==> config.mk <==
export PLATFORM = sky130hd
export DESIGN_NAME = snake_game_ctrl
export DESIGN_NICKNAME = d
export VERILOG_FILES = /design/src/rtl/snake_pkg.sv /design/src/rtl/snake_lfsr.sv /design/src/rtl/snake_game_ctrl.sv
export SDC_FILE = /design/constraint.sdc
export NUM_CORES = 1
export LEC_CHECK = 0
export ABC_AREA = 1
export CORE_ASPECT_RATIO = 0.8
export CORE_MARGIN = 10
export CORE_UTILIZATION = 30
export CTS_BUF_LIST = sky130_fd_sc_hd__clkbuf_8 sky130_fd_sc_hd__clkbuf_16
export CTS_CLUSTER_DIAMETER = 100
export DETAILED_ROUTE_END_ITERATION = 12
export HOLD_SLACK_MARGIN = 0.06
export MAX_ROUTING_LAYER = met4
export PLACE_DENSITY_LB_ADDON = 0.1
export SYNTH_ARGS = -nofsm -noshare
export SYNTH_HDL_FRONTEND = slang
export SYNTH_SLANG_ARGS = --single-unit
==> constraint.sdc <==
create_clock -name clk -period 2.9 [get_ports clk]
set_input_delay 0.58 -clock clk [delete_from_list [all_inputs] [get_ports clk]]
set_output_delay 0.58 -clock clk [all_outputs]
set_load 0.1 [all_outputs]
==> src/rtl/snake_pkg.sv <==
// Shared encodings for the snake game controller: FSM states, direction and
// cell codes, and the LFSR tap table.
package snake_pkg;

   typedef enum logic [1:0] {
      ST_IDLE = 2'd0,
      ST_INIT = 2'd1,
      ST_RUN  = 2'd2,
      ST_OVER = 2'd3
   } state_e;

   localparam logic [1:0] DIR_UP    = 2'd0;
   localparam logic [1:0] DIR_RIGHT = 2'd1;
   localparam logic [1:0] DIR_DOWN  = 2'd2;
   localparam logic [1:0] DIR_LEFT  = 2'd3;

   localparam logic [2:0] CELL_EMPTY = 3'd0;
   localparam logic [2:0] CELL_UP    = 3'd1;
   localparam logic [2:0] CELL_RIGHT = 3'd2;
   localparam logic [2:0] CELL_DOWN  = 3'd3;
   localparam logic [2:0] CELL_LEFT  = 3'd4;
   localparam logic [2:0] CELL_APPLE = 3'd5;

   // Maximal-length tap masks (bit n-1 set for tap n) for 2..16-bit registers.
   function automatic logic [31:0] lfsr_taps(input int unsigned width);
      logic [31:0] taps;
      case (width)
         32'd2:   taps = 32'h0000_0003;
         32'd3:   taps = 32'h0000_0006;
         32'd4:   taps = 32'h0000_000C;
         32'd5:   taps = 32'h0000_0014;
         32'd6:   taps = 32'h0000_0030;
         32'd7:   taps = 32'h0000_0060;
         32'd8:   taps = 32'h0000_00B8;
         32'd9:   taps = 32'h0000_0110;
         32'd10:  taps = 32'h0000_0240;
         32'd11:  taps = 32'h0000_0500;
         32'd12:  taps = 32'h0000_0829;
         32'd13:  taps = 32'h0000_100D;
         32'd14:  taps = 32'h0000_2015;
         32'd15:  taps = 32'h0000_6000;
         32'd16:  taps = 32'h0000_D008;
         default: taps = 32'h0000_D008;
      endcase
      return taps;
   endfunction

endpackage

==> src/rtl/snake_lfsr.sv <==
// Free-running Fibonacci LFSR used as the apple placement seed; resets to 1
// and never reaches the all-zero state.
module snake_lfsr
   import snake_pkg::*;
#(
   parameter int WIDTH = 7
) (
   input  logic             clk,
   input  logic             rst,
   output logic [WIDTH-1:0] value
);

   localparam logic [WIDTH-1:0] TAPS = WIDTH'(lfsr_taps(WIDTH));

   logic [WIDTH-1:0] value_q;
   logic [WIDTH-1:0] value_d;

   always_comb begin
      value_d = {value_q[WIDTH-2:0], ^(value_q & TAPS)};
   end

   always_ff @(posedge clk or posedge rst) begin
      if (rst) begin
         value_q <= WIDTH'(1'b1);
      end else begin
         value_q <= value_d;
      end
   end

   assign value = value_q;

endmodule

==> src/rtl/snake_game_ctrl.sv <==
// Snake game sequencer: start/step strobes, direction filtering, score and seed.
// Optional SNAKE_SPEEDUP_EN shortens the step period as apples are eaten.
module snake_game_ctrl
   import snake_pkg::*;
#(
   parameter logic [7:0]  SIZE_X   = 8'd10,
   parameter logic [7:0]  SIZE_Y   = 8'd10,
   parameter int          SBITS    = $clog2(int'(SIZE_X) * int'(SIZE_Y)),
   parameter logic [23:0] TICK_DIV = 24'd5000000,
   parameter int          SCORE_W  = 8
) (
   input  logic               clk,
   input  logic               rst,
   input  logic               btn_up,
   input  logic               btn_right,
   input  logic               btn_down,
   input  logic               btn_left,
   input  logic               btn_start,
   input  logic               alive,
   input  logic               apple_eaten,
   output logic               start,
   output logic               step,
   output logic [1:0]         snake_dir,
   output logic [SBITS-1:0]   seed,
   output logic [SCORE_W-1:0] score,
   output logic               game_over
);

   state_e               state_q, state_d;
   logic                 btn_prev_q;
   logic [23:0]          cnt_q, cnt_d;
   logic [SCORE_W-1:0]   score_q, score_d;
   logic [1:0]           dir_q, dir_d;
   logic [1:0]           committed_q, committed_d;
   logic [1:0]           req_q, req_d;
   logic [1:0]           req_s;
   logic [1:0]           commit_eff_s;
   logic [23:0]          period_s;
   logic                 tick_end_s;
   logic                 start_edge_s;
   logic                 start_s;
   logic                 step_s;

   snake_lfsr #(.WIDTH(SBITS)) u_lfsr (
      .clk   (clk),
      .rst   (rst),
      .value (seed)
   );

`ifdef SNAKE_SPEEDUP_EN
   localparam logic [23:0] PER_DEC = TICK_DIV >> 4;
   localparam logic [23:0] PER_MIN = ((TICK_DIV >> 2) == 24'd0) ? 24'd1 : (TICK_DIV >> 2);

   logic [23:0] period_q, period_d;

   always_comb begin
      period_d = period_q;
      if (state_q == ST_INIT) begin
         period_d = TICK_DIV;
      end else if (state_q == ST_RUN && apple_eaten) begin
         period_d = (period_q >= PER_MIN + PER_DEC) ? period_q - PER_DEC : PER_MIN;
      end else begin
         period_d = period_q;
      end
   end

   always_ff @(posedge clk or posedge rst) begin
      if (rst) begin
         period_q <= TICK_DIV;
      end else begin
         period_q <= period_d;
      end
   end

   assign period_s = period_q;
`else
   assign period_s = TICK_DIV;
`endif

   assign tick_end_s   = (cnt_q >= period_s - 24'd1);
   assign start_edge_s = btn_start & ~btn_prev_q;

   always_comb begin
      if (btn_up) begin
         req_s = DIR_UP;
      end else if (btn_right) begin
         req_s = DIR_RIGHT;
      end else if (btn_down) begin
         req_s = DIR_DOWN;
      end else if (btn_left) begin
         req_s = DIR_LEFT;
      end else begin
         req_s = req_q;
      end
   end

   // In the step cycle the reversal check uses the direction being committed now.
   always_comb begin
      state_d      = state_q;
      cnt_d        = cnt_q;
      score_d      = score_q;
      dir_d        = dir_q;
      committed_d  = committed_q;
      req_d        = req_s;
      commit_eff_s = committed_q;
      start_s      = 1'b0;
      step_s       = 1'b0;
      case (state_q)
         ST_IDLE, ST_OVER: begin
            if (start_edge_s) begin
               state_d     = ST_INIT;
               cnt_d       = 24'd0;
               score_d     = '0;
               dir_d       = DIR_RIGHT;
               committed_d = DIR_RIGHT;
               req_d       = DIR_RIGHT;
            end else begin
               state_d = state_q;
            end
         end
         ST_INIT: begin
            start_s     = 1'b1;
            state_d     = ST_RUN;
            cnt_d       = 24'd0;
            score_d     = '0;
            dir_d       = DIR_RIGHT;
            committed_d = DIR_RIGHT;
            req_d       = DIR_RIGHT;
         end
         ST_RUN: begin
            if (apple_eaten && (score_q != '1)) begin
               score_d = score_q + SCORE_W'(1);
            end else begin
               score_d = score_q;
            end
            if (tick_end_s) begin
               cnt_d = 24'd0;
               if (alive) begin
                  step_s       = 1'b1;
                  committed_d  = dir_q;
                  commit_eff_s = dir_q;
               end else begin
                  state_d = ST_OVER;
               end
            end else begin
               cnt_d = cnt_q + 24'd1;
            end
            if (req_s != (commit_eff_s ^ DIR_DOWN)) begin
               dir_d = req_s;
            end else begin
               dir_d = dir_q;
            end
         end
         default: begin
            state_d = ST_IDLE;
         end
      endcase
   end

   // Game state registers.
   always_ff @(posedge clk or posedge rst) begin
      if (rst) begin
         state_q     <= ST_IDLE;
         btn_prev_q  <= 1'b0;
         cnt_q       <= 24'd0;
         score_q     <= '0;
         dir_q       <= DIR_RIGHT;
         committed_q <= DIR_RIGHT;
         req_q       <= DIR_RIGHT;
      end else begin
         state_q     <= state_d;
         btn_prev_q  <= btn_start;
         cnt_q       <= cnt_d;
         score_q     <= score_d;
         dir_q       <= dir_d;
         committed_q <= committed_d;
         req_q       <= req_d;
      end
   end

   assign start     = start_s;
   assign step      = step_s;
   assign snake_dir = dir_q;
   assign score     = score_q;
   assign game_over = (state_q == ST_OVER);

endmodule

# Yosys cells after proc, flatten, opt, wreduce, memory -nomap -nowiden
# Cells that the tools add are included.
[word_totals]
word_cells = 57
out_inout_bits = 20
regBits = 48
[classes]
bitwise = 3
eq_ne = 10
addsub = 2
n_reduce_logical = 7
muxes = 26
magnitude_cmp = 1
[ops]
columns = ["op", "n"]
rows = [
  ["$pmux 24 s3", 1],
  ["$mux 24", 2],
  ["$add 24x1->24 const B", 1],
  ["$ge 24x23->1 const B", 1],
  ["$mux 2", 12],
  ["$pmux 8 s3", 1],
  ["$pmux 2 s3", 3],
  ["$mux 8", 2],
  ["$ne 2x2->1 const B", 5],
  ["$add 8x1->8 const B", 1],
  ["$ne 8x8->1 const B", 1],
  ["$reduce_xor 7->1", 1],
  ["$eq 2x2->1 const B", 2],
  ["$mux 1", 4],
  ["$pmux 2 s2", 1],
  ["$reduce_and 2->1", 2],
  ["$reduce_and 3->1", 1],
  ["$eq 2x1->1 const B", 1],
  ["$logic_not 2->1", 1],
  ["$ne 2x2->1", 1],
  ["$not 1->1", 2],
  ["$reduce_or 2->1", 1],
  ["$and 1x1->1", 1],
  ["$logic_and 1x1->1", 1],
]

# Logic depth before layout (Yosys ltp)
# Gate-level depths: netlist of run 1.
[logic_depth]
ltp_word = 7
mapped_depth = 13
mapped_depth_nobuf = 13

# Modules after synthesis
# Synthesis of run 1 repeated with hierarchy kept, for this count alone.
[hier_totals]
cells_unflattened = 329
area_unflattened_um2 = 2700.1
[by_module_without_submodules]
columns = ["mod", "n_inst", "cells_each", "seq_area_each_um2", "area_per_inst_um2"]
rows = [
  ["snake_game_ctrl", 1, 310, 1029.7, 2456.1],
  ["snake_lfsr", 1, 19, 176.4, 244.0],
]

# Worst setup path before layout of run 1
# Ideal clock, no wire load.
[synth_path]
kind = "reg2out"
from = "register cnt_q[1]"
to = "output port step"
stages_incl_launch_ff = 8
arrival_time_ns = 3.033
required_ns = 2.320
path_buffers = 0
slack_ns = -0.713
path_cell_list = "dfrtp_1 -> ha_1 -> nand3_1 -> o21ai_1 -> nand3_2 -> nand3_2 -> inv_2 -> nor3_1"
[synth_via]
elab_chain_len = 3
[synth_rtl]
columns = ["item", "line", "text"]
rows = [
  ["start: declaration", "snake_game_ctrl.sv:31", "logic [23:0] cnt_q, cnt_d;"],
  ["start signal: assignment", "snake_game_ctrl.sv:173", "cnt_q <= cnt_d;"],
  ["$ge 24x23->1", "snake_game_ctrl.sv:80", "assign tick_end_s = (cnt_q >= period_s - 24'd1);"],
  ["$mux 1", "snake_game_ctrl.sv:136", "if (tick_end_s) begin"],
  ["$mux 1", "snake_game_ctrl.sv:108", "case (state_q)"],
  ["end: declaration", "snake_game_ctrl.sv:22", "output logic step,"],
]
# Every way passes these cells.

# Worst setup path in the final report of run 1
# Same ends and word-level chain as after synthesis.

==> results of run 1 <==
metrics by stage:
step	hold WS, ns	std cells	utilization, %	setup slack, ns	total power [mW]
detailed placement	0.360	461	35.0	0.497	1.72
CTS	0.384	469	36.7	0.315	2.33
finish	0.382	469	36.7	0.338	2.29
floorplan	0.355	326	-	0.153	1.50
global placement	0.359	461	35.0	0.552	1.73
global route	0.403	469	36.7	0.145	2.45
layout make-up:
type / instances / area, sq um / share of cell area, %
multi-input cells: 223 / 1210 / 38.5
flip-flops and latches: 48 / 1210 / 38.5
repair buffers: 32 / 273 / 8.70
inverters: 46 / 173 / 5.50
well taps: 112 / 140 / 4.47
clock buffers: 5 / 68.8 / 2.19
clock inverters: 3 / 68.8 / 2.19
sequential cells by signal, indices dropped and copies added (netlist names):
register / count
btn_prev_q: 1
u_lfsr.value: 7
committed_q: 2
cnt_q: 24
state_q: 2
score: 8
snake_dir: 2
req_q: 2
layout by cell type, fill, tap and decap left out, types with 2 or more instances in the layout:
cell             instances
a21oi_1                 10
a31oi_1                  3
buf_4                   23
bufinv_16                2
clkbuf_8                 5
clkdlybuf4s50_1          8
dfrtp_1                 44
dfstp_2                  4
ha_1                     6
inv_1                   38
inv_2                    8
nand2_1                 69
nand2_2                  4
nand3_1                 16
nand3_2                  3
nand4_1                  6
nor2_1                  45
nor2_2                   6
nor2_4                   2
nor3_1                   6
nor3_2                   4
nor4_1                   2
o21ai_0                 10
o21ai_1                  6
xnor2_1                  2
xor2_1                  11
worst min path at each step:
stage / startpoint / to / slack [ns] / depth (start not counted)
after floorplan: u_lfsr.value[1] / u_lfsr.value[2] / 0.35 / 0
after global placement: u_lfsr.value[1] / u_lfsr.value[2] / 0.36 / 0
after detailed placement: u_lfsr.value[1] / u_lfsr.value[2] / 0.36 / 0
after CTS: u_lfsr.value[1] / u_lfsr.value[2] / 0.38 / 0
after global routing: u_lfsr.value[2] / u_lfsr.value[3] / 0.40 / 0
final: u_lfsr.value[1] / u_lfsr.value[2] / 0.38 / 0
cell families after synthesis:
kind of cell	Yosys count	share of synthesized area, %
AOI/OAI and AO/OA	38	9.41
and+or+nand+nor	166	28.9
xor gates and xnor gates	13	4.30
DFF	48	45.6
buffers and inverters	55	8.98
adders and majority gates	6	2.84
power by group through the flow:
stage / registers [mW] / logic (mW) / clock network [mW]
final: 0.770 / 0.922 / 0.596
after global routing: 0.777 / 1.03 / 0.646
after CTS: 0.771 / 0.944 / 0.616
after detailed placement: 0.784 / 0.940 / 0
after global placement: 0.785 / 0.948 / 0
after floorplan: 0.883 / 0.621 / 0
per-layer routing:
layer / share of wire (%) / vias up / GRT usage (%)
met2: 42 / 22 / 13.4
met1: 55 / 955 / 13.3
met4: 1.1 / 0 / 2.46
met3: 2.3 / 7 / 2.09
li1: - / 1102 / -
met5: 0 / - / -
==> impl_metrics.csv, run 1 <==
group,metric,value,unit
timing,slew_violations,0,
die,fp.dieW,125,um
cts,cts_buffer_depth,2,
power,p_per_area,730,mW/mm^2
placement,postPlaceCellArea,0.00300,sq mm
finish,design_area,0.00314,sq mm
power,pwr-share-clk,26.1,%
synthesis,synthDistinctLibCells,38,
critical_path,r2r_cells,10,
synthesis,async_flop_share,100,%
route,wire_per_inst,12.6,um
critical_path,crit_fanout,4,
timing,fmax,390,MHz
finish,syn2layout_area_growth,18.5,%
critical_path,crit_end,"step",
route,drtAntennaViolNets,0,
cts,cts_setup_buffers,0,
critical_path,r2r_slack,0.74,ns
cts,htreeDepth,2,
global_route,grt_overflow,0,
critical_path,path_cells,"ha_1, nand3_1, o21ai_1, nand3_2, nand3_2, inv_2, nor3_2, buf_12",
cts,cts_sinks,48,
critical_path,worstReg2RegStart,"state_q[0]",
critical_path,critPathArrivalTime,1.98,ns
route,drt_wl_total,5.92,mm
timing,finalCritPeriodShare,88.3,%
critical_path,cpLargestDelayFamily,"simple AND/OR/NAND/NOR gates",
power,ir_drop,0.000277,V
die,dieHeight,104,um
route,first_pass_iters,4,
placement,numPortBuffers,28,
global_route,grt_max_degree,21,
timing,finalSetupViolCount,0,
timing,rsz0062_at_grt,"false",
timing,clock-skew-final,0.0110,ns
power,p_int,1.32,mW
die,io-pin-count,29,
synthesis,synth_edf_count,0,
synthesis,ys_seq_elements,48,
die,fp-row-count,30,
critical_path,cpMostUsedCell,"nand3_2",
die,die_area,0.0130,sq mm
finish,drive_above_1_share,19.0,%
placement,place_congestion,0.768,
finish,antenna_cells,0,
global_route,grt_pass1_vias,2085,
power,comb_power_share,40.3,%
critical_path,worstReg2RegEnd,"score[4]",
critical_path,slowest_delay,0.40,ns
critical_path,crit_path_start,"cnt_q[1]",
synthesis,synth_area_leaders,"dfrtp_1 42%, nand2_1 9.8%, nor2_1 6.4%",
timing,hold_viol_final,0,
job,cap_violations,0,
cts,cts-root-buf,"clkbuf_8",
timing,tns,0,ns
min_path,holdCritPathClass,"reg -> reg",
die,coreArea,0.00856,sq mm
finish,fillers,895,
synthesis,synthesis.area,0.00265,sq mm
route,dr.first_iter.drc_count,97,
cts,postCtsHoldBufs,0,
synthesis,ys_seq_area_share,45.6,%
power,seqPwrFrac,33.6,%
timing,max_slew_margin,73.6,%
power,p_sw_share,42.5,%
route,drc,0,
critical_path,crit_type,"reg -> out",
synthesis,avgSynthCellArea,8.12,sq um
synthesis,syn_nets,341,
cts,numCtsBuffers,5,
critical_path,critPathRequiredTime,2.32,ns
critical_path,crit_buf_inv,2,
global_route,grt_pass1_wl,10.3,mm
synthesis,synth_commonest_cells,"69 x nand2_1, 45 x nor2_1, 44 x dfrtp_1",
synthesis,yosysMostFrequentCell,"nand2_1",
timing,tightest_slew,0.396,ns
timing,period_minus_slack,2.56,ns
critical_path,crit_cells,8,
cts,cts_tree,"built",
cts,clk_pin_slew,0.10,ns
global_route,track_usage,9.51,%
finish,nets,371,
die,start_util,30.9,%
power,switchingPower,0.972,mW
critical_path,cp-end-kind,"primary output",
route,drt-vias-per-instance,4.45,
synthesis,yosysWarnings,0,
critical_path,startpoint_type,"flop",
power,power_leakage,1.49,nW
global_route,antenna_found_initial,0,
placement,place_hpwl,4.62,mm
route,num_vias,2086,
synthesis,synth-main-ff-cell,"dfrtp_1",
cts,ctsResizeCount,0,
synthesis,yosysTopAreaCell,"dfrtp_1",
run_status,status,"finished, final reports clean",
critical_path,slowest_stage,"dfrtp_1",
cts,insertion_delay,0.31,ns
synthesis,yosysTopAreaCellShare,41.6,%
synthesis,synthCells,326,
Note: power is estimated with default switching activity, not from simulation.
==> run 2, diff against run 1 <==
CORE_MARGIN = 2   (was 10)
DONT_BUFFER_PORTS = 1   (was default)
==> run 2 against run 1 <==
Against the previous run:
- total power decreased by 0.62%
- non-clock buffer count decreased by 18
- worst setup slack improved by 0.060 ns
- clock skew decreased by 0.0011 ns
- register-to-register slack got worse by 0.02 ns
- global-route usage increased by 4.6 points
- maximum frequency increased by 2.4%
- flip-flop and latch count unchanged
- highest routed layer unchanged
==> impl_metrics.csv, run 2 (same netlist as run 1, synthesis figures left out) <==
group,metric,value,unit
critical_path,cpLargestDelayFamily,"simple AND/OR/NAND/NOR gates",
die,die_area,0.00959,sq mm
power,switchingPower,0.979,mW
timing,clock-skew-final,0.00989,ns
die,dieHeight,88.0,um
die,fp.dieW,109,um
timing,fin_ws,0.399,ns
cts,cts_tree,"built",
route,drt_wl_total,5.97,mm
timing,fmax,400,MHz
min_path,holdCritPathClass,"in -> async",
timing,period_minus_slack,2.50,ns
route,drc,0,
placement,numPortBuffers,0,
power,power_leakage,1.41,nW
route,drtAntennaViolNets,0,
critical_path,startpoint_type,"flop",
job,cap_violations,0,
route,dr.first_iter.drc_count,84,
placement,place_congestion,0.786,
global_route,track_usage,14.1,%
power,p_sw_share,43.1,%
power,seqPwrFrac,36.1,%
route,wire_per_inst,13.2,um
die,coreArea,0.00852,sq mm
timing,finalCritPeriodShare,86.3,%
timing,max_slew_margin,36.3,%
finish,antenna_cells,0,
cts,insertion_delay,0.31,ns
placement,place_inst,443,
finish,nets,353,
power,p_per_area,764,mW/mm^2
critical_path,slowest_delay,0.40,ns
route,first_pass_iters,4,
finish,largest_register_ffs,24,
timing,holdWs,0.179,ns
route,num_vias,2009,
cts,cts_buffer_depth,2,
critical_path,cpMostUsedCell,"nand3_2",
finish,instances_no_fill,451,
critical_path,critPathRequiredTime,2.32,ns
cts,cts-root-buf,"clkbuf_8",
critical_path,cp-end-kind,"primary output",
finish,top_register,"cnt_q",
critical_path,crit_fanout,4,
cts,numCtsBuffers,5,
cts,htreeDepth,2,
die,fp-row-count,30,
global_route,grt_overflow,0,
timing,tightest_slew,0.956,ns
cts,clk_pin_slew,0.10,ns
timing,hold_viol_final,0,
global_route,antenna_found_initial,0,
global_route,grt_max_degree,26,
timing,rsz0062_at_grt,"false",
timing,finalSetupViolCount,0,
cts,postCtsHoldBufs,0,
route,drt-vias-per-instance,4.45,
timing,tns,0,ns
critical_path,path_cells,"ha_1, nand3_1, o21ai_1, nand3_2, nand3_2, inv_2, nor3_4, buf_4",
cts,cts_setup_buffers,0,
global_route,grt_pass1_wl,10.1,mm
finish,syn2layout_area_growth,12.4,%
finish,drive_above_1_share,17.1,%
power,p_int,1.30,mW
critical_path,crit_type,"reg -> out",
power,ir_drop,0.000284,V
finish,mostFrequentLayoutCell,"nand2_1",
cts,ctsResizeCount,0,
cts,cts_sinks,48,
die,io-pin-count,29,
power,comb_power_share,37.7,%
critical_path,critPathArrivalTime,1.92,ns
placement,dp_slack,0.689,ns
critical_path,crit_buf_inv,2,
finish,fillers,878,
finish,mostFrequentLayoutCells,"69 x nand2_1, 45 x nor2_1, 44 x dfrtp_1, 38 x inv_1, 16 x nand3_1",
run_status,status,"finished, final reports clean",
finish,final_util,34.9,%
timing,slew_violations,0,
critical_path,slowest_stage,"dfrtp_1",
placement,place_hpwl,4.62,mm
die,start_util,31.1,%
power,pwr-share-clk,26.2,%
global_route,grt_pass1_vias,2028,
run 2: final timing paths:
kind,slack (ns),startpoint,depth (start not counted),to
hold / removal,0.18,rst,1,cnt_q[5]
max in group asynchronous,1.94,rst,2,snake_dir[0]
min in group clk,0.29,btn_start,0,btn_prev_q
setup / recovery,0.40,cnt_q[1],8,step
hold reg to reg,0.51,committed_q[1],2,committed_q[1]
setup reg to reg,0.72,state_q[0],12,score[5]
run 2: layer usage:
| metal | up-vias | global-route usage [%] | part of all wire [%] |
|---|---|---|---|
| met1 | 926 | 21.1 | 55 |
| li1 | 1054 | - | - |
| met3 | 5 | 2.83 | 3.5 |
| met4 | 0 | 3.50 | 0.80 |
| met2 | 24 | 19.3 | 41 |
| met5 | - | - | 0 |
run 2: power by group through the flow:
stage | combinational, mW | sequential [mW] | clock [mW]
after global placement | 0.876 | 0.832 | 0
after floorplan | 0.621 | 0.883 | 0
after detailed placement | 0.872 | 0.833 | 0
after CTS | 0.873 | 0.820 | 0.618
after global routing | 0.949 | 0.828 | 0.638
final | 0.857 | 0.820 | 0.597
run 2: worst reg2reg max path: cells and delay by family, from the launching register on:
family                     cells  cell delay, ns
AOI/OAI and AO/OA              3            0.47
DFF                            1            0.43
buffers and inverters          3            0.35
and+or+nand+nor                5            0.47
adders and majority gates      1            0.35
run 2: area by class of cell:
type                       instances  area (sq um)  area share (%)
multi-input combinational        223          1210            40.8
sequential                        48          1210            40.5
inverter                          46           173            5.80
tap                              112           140            4.71
timing repair buffer              14           105            3.53
clock buffer                       5          68.8            2.31
clock inverter                     3          68.8            2.31
run 2: through the flow:
stage / instance area [sq um] / total power, mW
after CTS: 2980 / 2.31
after detailed placement: 2840 / 1.70
after floorplan: 2650 / 1.50
final: 2980 / 2.27
after global placement: 2840 / 1.71
after global routing: 2980 / 2.42
==> run 3, diff against run 2 <==
HOLD_SLACK_MARGIN = 0.08   (was 0.06)
==> results of run 3 <==
Final layout, timing and power as in run 2 (identical DEF).
